### src/rtl/multicycle_ctrl_if.sv
// Handshake and decode bundle between the multicycle controller and
// the memories / datapath it sequences.
interface multicycle_ctrl_if;
  logic imem_req;
  logic imem_ready;
  logic imem_rvalid;
  logic ir_we;
  logic dec_is_load;
  logic dec_is_store;
  logic dec_is_ebreak;
  logic dec_illegal;
  logic dmem_req;
  logic dmem_we;
  logic dmem_ready;
  logic dmem_rvalid;
  logic reg_we;
  logic pc_we;

  modport master (
    output imem_req, ir_we, dmem_req, dmem_we, reg_we, pc_we,
    input  imem_ready, imem_rvalid, dmem_ready, dmem_rvalid,
    input  dec_is_load, dec_is_store, dec_is_ebreak, dec_illegal
  );

  modport slave (
    input  imem_req, ir_we, dmem_req, dmem_we, reg_we, pc_we,
    output imem_ready, imem_rvalid, dmem_ready, dmem_rvalid,
    output dec_is_load, dec_is_store, dec_is_ebreak, dec_illegal
  );
endinterface

### src/rtl/multicycle_ctrl.sv
// Multi-cycle CPU control FSM: IF/ID/EX/MEM/WB sequencing with wait-state
// tolerance, transaction timeout trap, ebreak halt and cycle/retire counters.
module multicycle_ctrl #(
  parameter int unsigned CNT_W   = 32,
  parameter int unsigned TIMEOUT = 255
) (
  input  logic             clk,
  input  logic             rst,
  multicycle_ctrl_if.master bus,
  output logic             halt,
  output logic             trap,
  output logic [2:0]       state_o,
  output logic [CNT_W-1:0] mcycle,
  output logic [CNT_W-1:0] minstret
);
  localparam int unsigned WAIT_W = 16;

  typedef enum logic [2:0] {
    S_INIT = 3'd0,
    S_IF   = 3'd1,
    S_ID   = 3'd2,
    S_EX   = 3'd3,
    S_MEM  = 3'd4,
    S_WB   = 3'd5,
    S_HALT = 3'd6,
    S_TRAP = 3'd7
  } state_e;

  state_e            state_q, state_d;
  logic              acc_q, acc_d;
  logic [WAIT_W-1:0] wait_q, wait_d;
  logic [CNT_W-1:0]  mcycle_q, minstret_q;
  logic              req, accept, done, expired;

  // Next state, wait/accept tracking and combinational control outputs
  always_comb begin
    state_d          = state_q;
    acc_d            = acc_q;
    wait_d           = wait_q;
    req              = 1'b0;
    accept           = 1'b0;
    done             = 1'b0;
    expired          = ({1'b0, wait_q} + 17'd1) >= 17'(TIMEOUT);
    bus.imem_req     = 1'b0;
    bus.ir_we        = 1'b0;
    bus.dmem_req     = 1'b0;
    bus.dmem_we      = 1'b0;
    bus.reg_we       = 1'b0;
    bus.pc_we        = 1'b0;
    halt             = 1'b0;
    trap             = 1'b0;

    case (state_q)
      S_INIT: state_d = S_IF;
      S_IF: begin
        req          = ~acc_q;
        bus.imem_req = req;
        accept       = req & bus.imem_ready;
        done         = bus.imem_rvalid & (acc_q | accept);
        if (accept) acc_d = 1'b1;
        if (done) begin
          bus.ir_we = 1'b1;
          state_d   = S_ID;
        end else begin
          wait_d = wait_q + WAIT_W'(1);
          if (expired) state_d = S_TRAP;
        end
      end
      S_ID: begin
        if (bus.dec_illegal)        state_d = S_TRAP;
        else if (bus.dec_is_ebreak) state_d = S_HALT;
        else                        state_d = S_EX;
      end
      S_EX: state_d = (bus.dec_is_load | bus.dec_is_store) ? S_MEM : S_WB;
      S_MEM: begin
        req          = ~acc_q;
        bus.dmem_req = req;
        bus.dmem_we  = req & bus.dec_is_store;
        accept       = req & bus.dmem_ready;
        // Stores finish on acceptance; loads need read data at or after it
        done = bus.dec_is_store ? accept
                                : (bus.dmem_rvalid & (acc_q | accept));
        if (accept) acc_d = 1'b1;
        if (done) begin
          state_d = S_WB;
        end else begin
          wait_d = wait_q + WAIT_W'(1);
          if (expired) state_d = S_TRAP;
        end
      end
      S_WB: begin
        bus.reg_we = ~bus.dec_is_store;
        bus.pc_we  = 1'b1;
        state_d    = S_IF;
      end
      S_HALT: halt = 1'b1;
      S_TRAP: trap = 1'b1;
      default: state_d = S_INIT;
    endcase

    // Each new state starts a fresh transaction window
    if (state_d != state_q) begin
      acc_d  = 1'b0;
      wait_d = '0;
    end
  end

  always_ff @(posedge clk or negedge rst) begin
    if (!rst) begin
      state_q    <= S_INIT;
      acc_q      <= 1'b0;
      wait_q     <= '0;
      mcycle_q   <= '0;
      minstret_q <= '0;
    end else begin
      state_q <= state_d;
      acc_q   <= acc_d;
      wait_q  <= wait_d;
      if (state_q != S_INIT) mcycle_q <= mcycle_q + CNT_W'(1);
      if (state_q == S_WB)   minstret_q <= minstret_q + CNT_W'(1);
    end
  end

  assign state_o  = state_q;
  assign mcycle   = mcycle_q;
  assign minstret = minstret_q;
endmodule

### src/flat_wrapper.sv
// flat-port wrapper written by rule: the top's interface ports become plain ports
module multicycle_ctrl_flat 
#(
  parameter int unsigned CNT_W   = 32,
  parameter int unsigned TIMEOUT = 255
)
  (clk, rst, halt, trap, state_o, mcycle, minstret, bus_imem_req, bus_ir_we, bus_dmem_req, bus_dmem_we, bus_reg_we, bus_pc_we, bus_imem_ready, bus_imem_rvalid, bus_dmem_ready, bus_dmem_rvalid, bus_dec_is_load, bus_dec_is_store, bus_dec_is_ebreak, bus_dec_illegal);
  multicycle_ctrl_if bus_i ();
  input  logic clk;
  input  logic rst;
  output logic halt;
  output logic trap;
  output logic [2:0] state_o;
  output logic [CNT_W-1:0] mcycle;
  output logic [CNT_W-1:0] minstret;
  output wire logic [$bits(bus_i.imem_req)-1:0] bus_imem_req;
  output wire logic [$bits(bus_i.ir_we)-1:0] bus_ir_we;
  output wire logic [$bits(bus_i.dmem_req)-1:0] bus_dmem_req;
  output wire logic [$bits(bus_i.dmem_we)-1:0] bus_dmem_we;
  output wire logic [$bits(bus_i.reg_we)-1:0] bus_reg_we;
  output wire logic [$bits(bus_i.pc_we)-1:0] bus_pc_we;
  input wire logic [$bits(bus_i.imem_ready)-1:0] bus_imem_ready;
  input wire logic [$bits(bus_i.imem_rvalid)-1:0] bus_imem_rvalid;
  input wire logic [$bits(bus_i.dmem_ready)-1:0] bus_dmem_ready;
  input wire logic [$bits(bus_i.dmem_rvalid)-1:0] bus_dmem_rvalid;
  input wire logic [$bits(bus_i.dec_is_load)-1:0] bus_dec_is_load;
  input wire logic [$bits(bus_i.dec_is_store)-1:0] bus_dec_is_store;
  input wire logic [$bits(bus_i.dec_is_ebreak)-1:0] bus_dec_is_ebreak;
  input wire logic [$bits(bus_i.dec_illegal)-1:0] bus_dec_illegal;
  assign bus_imem_req = bus_i.imem_req;
  assign bus_ir_we = bus_i.ir_we;
  assign bus_dmem_req = bus_i.dmem_req;
  assign bus_dmem_we = bus_i.dmem_we;
  assign bus_reg_we = bus_i.reg_we;
  assign bus_pc_we = bus_i.pc_we;
  assign bus_i.imem_ready = bus_imem_ready;
  assign bus_i.imem_rvalid = bus_imem_rvalid;
  assign bus_i.dmem_ready = bus_dmem_ready;
  assign bus_i.dmem_rvalid = bus_dmem_rvalid;
  assign bus_i.dec_is_load = bus_dec_is_load;
  assign bus_i.dec_is_store = bus_dec_is_store;
  assign bus_i.dec_is_ebreak = bus_dec_is_ebreak;
  assign bus_i.dec_illegal = bus_dec_illegal;
  multicycle_ctrl #(.CNT_W(CNT_W), .TIMEOUT(TIMEOUT)) u_core (.clk(clk), .rst(rst), .bus(bus_i), .halt(halt), .trap(trap), .state_o(state_o), .mcycle(mcycle), .minstret(minstret));
endmodule
### config.mk
export PLATFORM = sky130hd
export DESIGN_NAME = multicycle_ctrl_flat
export DESIGN_NICKNAME = d
export VERILOG_FILES = /design/src/rtl/multicycle_ctrl_if.sv /design/src/rtl/multicycle_ctrl.sv /design/src/flat_wrapper.sv
export SDC_FILE = /design/constraint.sdc
export NUM_CORES = 1
export LEC_CHECK = 0
export CAP_MARGIN = 20
export CELL_PAD_IN_SITES_DETAIL_PLACEMENT = 0
export CELL_PAD_IN_SITES_GLOBAL_PLACEMENT = 1
export CORE_ASPECT_RATIO = 0.8
export CORE_MARGIN = 4
export CORE_UTILIZATION = 38
export CTS_CLUSTER_DIAMETER = 60
export DETAILED_ROUTE_END_ITERATION = 8
export PLACE_DENSITY = 0.84
export SLEW_MARGIN = 20
export SYNTH_ARGS = -nofsm -noshare
export SYNTH_HDL_FRONTEND = slang
export SYNTH_SLANG_ARGS = --single-unit
### constraint.sdc
create_clock -name clk -period 2.4 [get_ports clk]
set_input_delay 0.48 -clock clk [delete_from_list [all_inputs] [get_ports clk]]
set_output_delay 0.48 -clock clk [all_outputs]
set_load 0.02 [all_outputs]
Word-level counts from Yosys, hierarchy flattened
Cells that the tools add are included.

Output and inout bits: 75. Input port bits: 10. Logic and storage cells: 63. Flip-flop bits (word level): 84.

$add $sub $neg: 4. Eq/ne operators: 12. Magnitude comparators: 1. Mux-type cells: 25. Reduce and logical (&&, ||, !) cells: 6. Bitwise gates (word level): 10.

Operators by type and width (count): 32-bit by 1-bit adder with 32-bit output, second input constant (2); 16-bit 2-to-1 mux (3); 16-bit one-hot mux with 2 select lines (1); 16-bit by 1-bit adder with 17-bit output, second input constant (1); 17-bit by 8-bit >= comparator with 1-bit output, second input constant (1); 16-bit by 1-bit adder with 16-bit output, second input constant (1); 3-bit 2-to-1 mux (5); 3-bit one-hot mux with 5 select lines (1); 1-bit 2-to-1 mux (14); 3-bit == test, second input constant (4); 3-bit by 2-bit == test with 1-bit output, second input constant (2); 3-bit by 1-bit != test with 1-bit output, second input constant (2); 3-bit != test, second input constant (2); 3-bit AND reduction (2); 3-bit nonzero test (2); 1-bit AND (5); 3-bit by 1-bit == test with 1-bit output, second input constant (1); 3-bit logical NOT (1); 3-bit != test (1); 1-bit bitwise OR (3); 1-bit NOT (2); 1-bit one-hot mux with 2 select lines (1); 2-bit OR reduction (1).

Longest topological paths before layout
Gate-level depths: netlist of run 1.

Depth in word-level cells: 10. Mapped depth: 9.

Least setup slack after synthesis of run 1
No wires, ideal clock.

Path kind: flip-flop to flip-flop. Start point: reg u_core.wait_q[0]. End point: reg u_core.wait_q[15]. Library setup time: 0.071 ns. Required time: 2.329 ns. Stages on the path, launching flop included: 10. Arrival: 2.109 ns. Path slack: 0.220 ns. Cell sequence: dfrtp_1 > ha_1 > and4_1 > buf_4 > nand3_1 > mux2_4 > a311oi_4 > a31oi_4 > buf_6 > nor2_1.

Longest elaborated chain between the ends: 8.

RTL lines: start: declaration (line multicycle_ctrl.sv:31) `logic [WAIT_W-1:0] wait_q, wait_d;`; start signal: assignment (line multicycle_ctrl.sv:118) `wait_q <= wait_d;`; 16-bit by 1-bit adder with 17-bit output (line multicycle_ctrl.sv:43) `expired = ({1'b0, wait_q} + 17'd1) >= 17'(TIMEOUT);`; 17-bit by 8-bit >= comparator with 1-bit output (line multicycle_ctrl.sv:43); 3-bit 2-to-1 mux (line multicycle_ctrl.sv:66, multicycle_ctrl.sv:88); 3-bit 2-to-1 mux, on equally long branches (line multicycle_ctrl.sv:84, multicycle_ctrl.sv:61); 3-bit one-hot mux with 5 select lines (line multicycle_ctrl.sv:53) `case (state_q)`; 3-bit != test (line multicycle_ctrl.sv:102) `if (state_d != state_q) begin`; 3-bit != test (no line) / 3-bit nonzero test (equally long branches); 3-bit AND reduction (no line).

Several ways; a longest one is shown, not always the timed one. The select of a mux whose other input is x is not followed. A chain may end at the register's enable or synchronous reset.

Worst setup path after layout of run 1
Start point: reg u_core.state_q[0] (netlist: u_core.state_o[0]). End point: out bus_pc_we.

Longest elaborated chain between the ends: 2.

RTL lines: start: declaration (line multicycle_ctrl.sv:29) `state_e state_q, state_d;`; start signal: assignment (line multicycle_ctrl.sv:116) `state_q <= state_d;`; 3-bit == test (line multicycle_ctrl.sv:53); 1-bit 2-to-1 mux (line multicycle_ctrl.sv:53); end: declaration (line flat_wrapper.sv:21) `output wire logic [$bits(bus_i.pc_we)-1:0] bus_pc_we;`.

Every way passes these cells.

==> results_dict.tcl, run 1 <==
set metrics [dict create \
    run_status "finished clean" \
    cp_max_fo 11 \
    layout-drive-gt1-share_pct 8.491 \
    slew_violations 0 \
    diodes 0 \
    viasPerCell 4.988 \
    synth_common_cells "dfrtp_1, xnor2_1, nor2_1" \
    power.switching_mw 0.6103 \
    synth_top_family_by_area "simple AND/OR/NAND/NOR gates" \
    synth_compound_area_share_pct 5.230 \
    setup_viol_count_final 0 \
    grt_pass1_wl_mm 16.44 \
    worstSetupStartpoint "u_core.state_o[0]" \
    cts-root-buf "clkbuf_16" \
    slew_headroom_pct 64.56 \
    cts_tree "done" \
    layout.nets 539 \
    ctsLongestPathBuffers 2 \
    path_buf_inv 2 \
    seq_area_frac_synth_pct 50.21 \
    worstSetupPathType "register to output pin" \
    synth-async-reset-ratio_pct 100.0 \
    fin_ws_ps 106.7 \
    synth_area_leader_cell "dfrtp_1" \
    postCtsHoldBufs 0 \
    maxCapViolations 0 \
    dpl_cell_area_um2 5269 \
    crit_path_start_kind "register" \
    dr.pass1.iters 4 \
    p_leak_nw 2.413 \
    power.share.sequential_pct 47.2 \
    ant_nets 0 \
    dpl_worst_slack_ps -19.47 \
    tns_ps 0 \
    rsz0062_at_grt "false" \
    clk_pin_slew_ps 60 \
    drtIter0Drc 181 \
    hp-class "primary input to asynchronous set/reset pin" \
    synth_cells 422 \
    clockPowerShare_pct 50.9 \
    vias 3342 \
    dpl.hpwl_mm 7.018 \
    dominantRegCellSynth "dfrtp_1" \
    final_util_pct 53.76 \
    slowest_delay_ps 630 \
    yosysWarnings 0 \
    path_cells "nand3b_1, inv_1, clkdlybuf4s50_1" \
    switching_share_pct 20.36 \
    synth_top_area_share_pct 50.21 \
    die_h_um 101.9 \
    critPathArrivalTime_ps 1810 \
    worst_pin_slew_ps 531.5 \
    yosysMostFrequentCell "dfrtp_1" \
    crit_family "buffers and inverters" \
    fmax_mhz 436.0 \
    wl_per_cell_um 14.15 \
    synthAdderAreaFrac_pct 1.195 \
    synth-edff-count 0 \
    start_util_pct 39.92 \
    power_density_nw_per_um2 531.7 \
    grt_max_degree 43 \
    finalPower_mw 2.998 \
    track_usage_pct 15.58 \
    ir_drop_uv 352.6 \
    fillers 933 \
    port_buffers 84 \
    synth_xor_area_share_pct 16.53 \
    ys_types 43 \
    ios 85 \
    multi_input_area_um2 1973 \
    row_count 33 \
    yosys.area_share.simple_pct 23.52 \
    grt_pass1_vias 3388 \
    cp_slowest_cell "clkdlybuf4s50_1" \
    hold_viol 0 \
    synth_area_um2 4187 \
    seq_area_um2 2105 \
    combPwrFrac_pct 1.8 \
    gpl.final_weighted_congestion 0.8418 \
    r2r_start "u_core.wait_q[0]" \
    fin_crit_sh_pct 95.56 \
    fp.coreArea_um2 10490 \
    die_w_um 125.4 \
    skew_ps 8.026 \
    clock-sinks 84 \
    synthTopCellsByArea "dfrtp_1, xnor2_1, xor2_1, nor2_1, nand3_1" \
    syn_nets 436 \
    dieArea_um2 12770 \
    routed_wl_mm 9.480 \
    min_period_ps 2293 \
    syn_to_final_growth_pct 34.67 \
    synth-seq-cells 84 \
    htreeDepth 3 \
    clkLatencyLatePin_ps 330 \
    setup.worst_path.end_class "output pin" \
    antenna_found_initial 0 \
    overflow 0 \
    critPathRequiredTime_ps 1920 \
    syn_area_per_cell_um2 9.921 \
    internal-power_mw 2.388 \
    drc 0 \
    synthMuxAreaShare_pct 0.6276 \
    fin_area_um2 5638 \
    cts_made_buffers 9 \
]
final cells by class:
class	count	area share, %
inverter	11	0.7324
multi-input combinational	315	35.00
clock buffer	10	4.239
timing repair buffer	104	17.91
clock inverter	6	1.687
sequential	84	37.33
tap	140	3.107
cells in the final DEF, fill, tap and decap left out, drive strengths merged, types with 2 or more instances in the layout:
cell type / count
nand2b: 2
xnor2: 54
clkinvlp: 2
buf: 21
o21ai: 8
and2: 7
dfrtp: 84
nor4: 5
or3: 3
bufinv: 2
nand3: 31
nand2: 41
nor3: 20
inv: 13
clkbuf: 10
dlygate4sd2: 3
mux2: 2
nand4: 15
clkdlybuf4s50: 80
a21oi: 8
ha: 4
xor2: 25
and4: 8
and3: 10
nor2: 54
worst paths after layout:
kind / slack (ps) / depth (start not counted) / endpoint
setup / recovery: 110 / 3 / bus_pc_we
hold / removal: 130 / 1 / u_core.minstret[27]
setup reg to reg: 210 / 8 / u_core.wait_q[8]
hold reg to reg: 470 / 1 / u_core.minstret[31]
max in group asynchronous: 1700 / 2 / u_core.wait_q[3]
min in group clk: 470 / 1 / u_core.minstret[31]
flip-flops by register name, indices dropped and copies added, names as in the netlist:
signal           flops
u_core.mcycle       32
u_core.minstret     32
u_core.wait_q       16
u_core.state_o       3
u_core.acc_q         1
per-stage QoR:
| step | hold slack [ps] | std cells |
|---|---|---|
| after global routing | 170.6 | 670 |
| after global placement | 456.3 | 651 |
| final | 135.0 | 670 |
| after CTS | 145.5 | 668 |
| after detailed placement | 461.1 | 651 |
| after floorplan | 184.4 | 422 |
kinds of logic (layout without fill, tap and decap cells):
family / count (synthesis) / after routing
adders and majority gates: 4 / 4
xor gates and xnor gates: 79 / 79
buffers and inverters: 23 / 131
and+or+nand+nor: 201 / 201
muxes: 2 / 2
DFF: 84 / 84
AOI/OAI and AO/OA: 29 / 29
power groups by stage:
| stage | Combinational [mW] | Clock, mW | Sequential (mW) |
|---|---|---|---|
| global route | 0.0648 | 1.62 | 1.41 |
| detailed placement | 0.0580 | 0 | 1.44 |
| floorplan | 0.00474 | 0 | 1.44 |
| global placement | 0.0569 | 0 | 1.44 |
| finish | 0.0553 | 1.53 | 1.42 |
| CTS | 0.0581 | 1.56 | 1.42 |
metal layers:
| layer | vias to the layer above | track usage, % | share of wire, % |
|---|---|---|---|
| li1 | 1661 | - | - |
| met1 | 1594 | 21.11 | 48 |
| met2 | 82 | 25.36 | 46 |
| met3 | 5 | 4.284 | 5.8 |
| met4 | 0 | 3.500 | 0.80 |
| met5 | - | 0 | 0 |
repair_timing:
action / in CTS / in global routing
buffers inserted: 1 / 2
pin swaps: 1 / 1
setup endpoints to repair: 5 / 17
endpoints found under the hold margin: 0 / 0
resized for setup: 5 / 1
No activity file was read; power rests on OpenSTA's default activity.
==> run 2, diff against run 1 <==
Settings changed: SKIP_LAST_GASP set to 1.
==> run 2 against run 1 <==
Against the previous run:
- worst setup slack about the same
- die area unchanged
- critical path depth is the same
- global-route usage about the same
- clock-buffer cell count stayed put
- sequential power barely moved
- combinational power about the same
- largest cell class unchanged
- largest power group unchanged
==> results_dict.tcl, run 2 (same netlist as run 1, synthesis figures left out) <==
set metrics [dict create \
    run_status "finished clean" \
    fmax_mhz 436.0 \
    cts-root-buf "clkbuf_16" \
    mostFrequentLayoutCells "dfrtp_1, clkdlybuf4s50_1, xnor2_1" \
    slew_violations 0 \
    routed_wl_mm 9.489 \
    top_usage_layer "met2" \
    critPathRequiredTime_ps 1920 \
    holdWs_ps 135.2 \
    overflow 0 \
    worstSetupPathType "register to output pin" \
    vias 3354 \
    use_met2_pct 25.36 \
    reg2regPathDepth 8 \
    die_w_um 125.4 \
    worst_pin_slew_ps 531.8 \
    layout.nets 539 \
    rsz0062_at_grt "true" \
    setup_viol_count_final 0 \
    start_util_pct 39.92 \
    ctsLongestPathBuffers 2 \
    r2r_slack_ps 220 \
    power_density_nw_per_um2 531.8 \
    crit_path_start_kind "register" \
    min_period_ps 2293 \
    cp_max_fo 11 \
    met3_usage_pct 4.284 \
    syn_to_final_growth_pct 34.64 \
    dr.pass1.iters 4 \
    critPathArrivalTime_ps 1810 \
    clock-sinks 84 \
    drc 0 \
    power.share.sequential_pct 47.2 \
    reg2reg_to "u_core.wait_q[10]" \
    hp-class "primary input to asynchronous set/reset pin" \
    final_common_cell "dfrtp_1" \
    layout-drive-gt1-share_pct 8.491 \
    dpl_cell_area_um2 5269 \
    cts_tree "done" \
    viasPerCell 5.006 \
    r2r_start "u_core.wait_q[0]" \
    slew_headroom_pct 64.55 \
    row_count 33 \
    clk_pin_slew_ps 60 \
    switching_share_pct 20.35 \
    grt_pass1_vias 3387 \
    setup.worst_path.end_class "output pin" \
    met1_usage_pct 21.08 \
    dpl_worst_slack_ps -19.47 \
    p_leak_nw 2.413 \
    maxCapViolations 0 \
    gpl.final_weighted_congestion 0.8418 \
    hold_viol 0 \
    ios 85 \
    grt_pass1_wl_mm 16.42 \
    wl_per_cell_um 14.16 \
    ir_drop_uv 352.6 \
    port_buffers 84 \
    track_usage_pct 15.56 \
    fin_area_um2 5637 \
    drtIter0Drc 194 \
    htreeDepth 3 \
    grt_max_degree 43 \
    fp.coreArea_um2 10490 \
    skew_ps 8.045 \
    power.switching_mw 0.6100 \
    finalPower_mw 2.998 \
    fin_crit_sh_pct 95.56 \
    internal-power_mw 2.388 \
    fin_ws_ps 106.6 \
    dpl.hpwl_mm 7.018 \
    combPwrFrac_pct 1.8 \
    ant_nets 0 \
    final_util_pct 53.75 \
    dieArea_um2 12770 \
    antenna_found_initial 0 \
    clockPowerShare_pct 50.9 \
    cts_made_buffers 9 \
    die_h_um 101.9 \
    clkLatencyLatePin_ps 330 \
    diodes 0 \
]
run 2: cell count changes in the layout (fill, tap and decap cells not counted):
cell	before	now
a2111oi_1	1	0
a2111oi_0	0	1
run 2: worst max-delay path by stage:
stage	endpoint	cells after the start	slack [ps]	start
after floorplan	u_core.wait_q[15]	9	220	u_core.wait_q[0]
after detailed placement	bus_ir_we	4	-20	bus_imem_ready
after CTS	bus_pc_we	3	-30	u_core.state_o[0]
after global routing	u_core.wait_q[8]	6	-30	u_core.wait_q[2]
final	bus_pc_we	3	110	u_core.state_o[0]
after global placement	bus_ir_we	4	20	bus_imem_ready
run 2: cell type report:
class,count,area [µm²]
Inverter,11,41.29
Timing Repair Buffer,104,1010
Clock inverter,6,95.09
Fill cell,934,4851
Tap cell,140,175.2
Multi-Input combinational cell,315,1972
Clock buffer,10,239.0
Sequential cell,84,2105
run 2: worst max-delay path, cell delays in order (launching register included):
cell	delay, ps
dfrtp_2	460
nand3b_1	200
inv_1	190
clkdlybuf4s50_1	630
run 2: routing by layer:
metal  routed length [µm]  vias to the layer above  share of wire (%)
li1                     -                     1661                  -
met1                 4506                     1601                 47
met2                 4363                       87                 46
met3                  541                        5                5.7
met4                   76                        0               0.80
met5                    0                        -                  0
run 2: timing repair:
item,4_1_cts,5_1_grt
setup buffers,1,2
hold buffers,0,0
pin swaps,1,1
endpoints found under the setup margin,5,21
gates cloned,0,0
gates resized for setup,3,2
run 2: per-stage QoR:
step / cells / TNS (ps)
after global routing: 670 / -32.24
after global placement: 651 / 0
after detailed placement: 651 / -19.47
final: 670 / 0
after CTS: 668 / -25.45
after floorplan: 422 / 0
run 2: power by group through the flow:
stage / clock network, mW / logic (mW) / registers [mW]
3_3_place_gp: 0 / 0.0569 / 1.44
6_report: 1.53 / 0.0553 / 1.42
4_1_cts: 1.56 / 0.0581 / 1.42
3_5_place_dp: 0 / 0.0580 / 1.44
5_1_grt: 1.62 / 0.0648 / 1.41
2_1_floorplan: 0 / 0.00474 / 1.44
==> run 3, diff against run 2 <==
Settings changed: GPL_TIMING_DRIVEN set to 0.
==> run 3 against run 2 <==
Against the previous run:
- utilization down 0.23 points
- clock power shrank 9%
- worst setup slack better by 7.8 ps
- worst hold slack got worse by 65 ps
- critical path depth rose by 6
- die area stayed put
- clock skew is 1.4 ps lower
- non-clock buffer count stayed put
- fmax up 0.34%
- combinational power shrank 3%
- critical endpoint is now u_core.wait_q[12]
- first-iteration DRC count increased by 35%
- largest power group is now sequential cells
- routed wire length increased by 2.2%
==> results_dict.tcl, run 3 (same netlist as run 1, synthesis figures left out) <==
set metrics [dict create \
    drc 0 \
    cts_tree "done" \
    viasPerCell 5.096 \
    syn_to_final_growth_pct 34.07 \
    grt_pass1_wl_mm 16.53 \
    routed_wl_mm 9.702 \
    htreeDepth 3 \
    ir_drop_uv 329.4 \
    fmax_mhz 437.5 \
    cp_max_fo 7 \
    clkLatencyLatePin_ps 330 \
    ctsLongestPathBuffers 2 \
    start_util_pct 39.92 \
    slew_headroom_pct 65.08 \
    critPathArrivalTime_ps 2550 \
    layout.nets 539 \
    critPathRequiredTime_ps 2660 \
    skew_ps 6.640 \
    mostFrequentLayoutCells "dfrtp_1, clkdlybuf4s50_1, xnor2_1" \
    port_buffers 84 \
    dieArea_um2 12770 \
    cts_made_buffers 9 \
    die_w_um 125.4 \
    worstSetupPathType "register to register" \
    antenna_found_initial 0 \
    drtIter0Drc 262 \
    setup.worst_path.end_class "register" \
    rsz0062_at_grt "true" \
    dpl.hpwl_mm 6.941 \
    setup_viol_count_final 0 \
    ios 85 \
    finalPower_mw 2.860 \
    track_usage_pct 15.75 \
    crit_path_start_kind "register" \
    vias 3414 \
    cts-root-buf "clkbuf_16" \
    clock-sinks 84 \
    fp.coreArea_um2 10490 \
    dr.pass1.iters 5 \
    fin_crit_sh_pct 95.23 \
    hp-class "primary input to asynchronous set/reset pin" \
    min_period_ps 2286 \
    clk_pin_slew_ps 60 \
    die_h_um 101.9 \
    power_density_nw_per_um2 509.5 \
    p_leak_nw 2.416 \
    grt_pass1_vias 3305 \
    placedCellCount 647 \
    worstSetupStartpoint "u_core.wait_q[1]" \
    row_count 33 \
    worst_pin_slew_ps 523.7 \
    postCtsHoldBufs 0 \
    slew_violations 0 \
    run_status "finished clean" \
    wl_per_cell_um 14.48 \
    ant_nets 0 \
    final_common_cell "dfrtp_1" \
    r2r_start "u_core.wait_q[1]" \
    diodes 0 \
    finalNonFillerCells 670 \
    gpl.final_weighted_congestion 0.7867 \
    overflow 0 \
    hold_viol 0 \
    grt_max_degree 56 \
    layout-drive-gt1-share_pct 9.057 \
    maxCapViolations 0 \
]
==> run 3: worst max-delay path, cell delays in order (launching register included) <==
cell	delay, ps
dfrtp_2	420
ha_4	180
and4_1	190
buf_4	150
nand2_2	80
o311a_1	380
a311oi_4	340
a31oi_4	190
buf_4	200
nor2_1	90
==> run 3: repair_timing <==
item | 4_1_cts | 5_1_grt
pin swaps | 1 | 3
endpoints found under the setup margin | 19 | 25
cloned | 0 | 1
buffers inserted | 3 | 3
gates resized for setup | 6 | 14
==> run 3: metal layers <==
layer	global-route usage, %	vias to the layer above	part of all wire (%)
met5	0	-	0
met2	24.87	88	46
met1	21.72	1670	48
li1	-	1649	-
met3	4.650	7	5.3
met4	3.667	0	1.1
==> run 3: worst paths after layout <==
kind	depth (start not counted)	slack (ps)	endpoint
min reg2reg	1	470	u_core.minstret[31]
max	9	110	u_core.wait_q[12]
max in group asynchronous	2	1710	u_core.state_o[1]
min in group clk	1	470	u_core.minstret[31]
max reg2reg	9	110	u_core.wait_q[12]
min	1	70	u_core.minstret[27]
==> run 3: metrics by stage <==
stage	setup TNS, ps	setup slack (ps)	utilization, %	instance area [µm²]	hold slack, ps
floorplan	0	219.7	-	4187	184.4
global placement	-185930	-2184	49.61	5202	456.6
detailed placement	-3355	-361.7	49.84	5228	437.8
CTS	0	0.6497	52.89	5547	75.29
global route	-73.30	-48.21	53.52	5613	87.34
finish	0	114.5	53.52	5613	70.34
==> run 3: layout make-up <==
cell class	count	area, µm²
Fill cell	982	4875
Sequential cell	84	2106
Multi-Input combinational cell	315	2002
Timing Repair Buffer	92	914.6
Clock buffer	10	229.0
Tap cell	140	175.2
Clock inverter	6	72.57
Buffer	12	72.57
Inverter	11	41.29
==> run 3: power breakdown <==
| group | total [mW] | internal (mW) | switching, mW |
|---|---|---|---|
| Sequential | 1.42 | 1.42 | 0 |
| Combinational | 0.0537 | 0.0194 | 0.0343 |
| Clock | 1.39 | 0.817 | 0.573 |
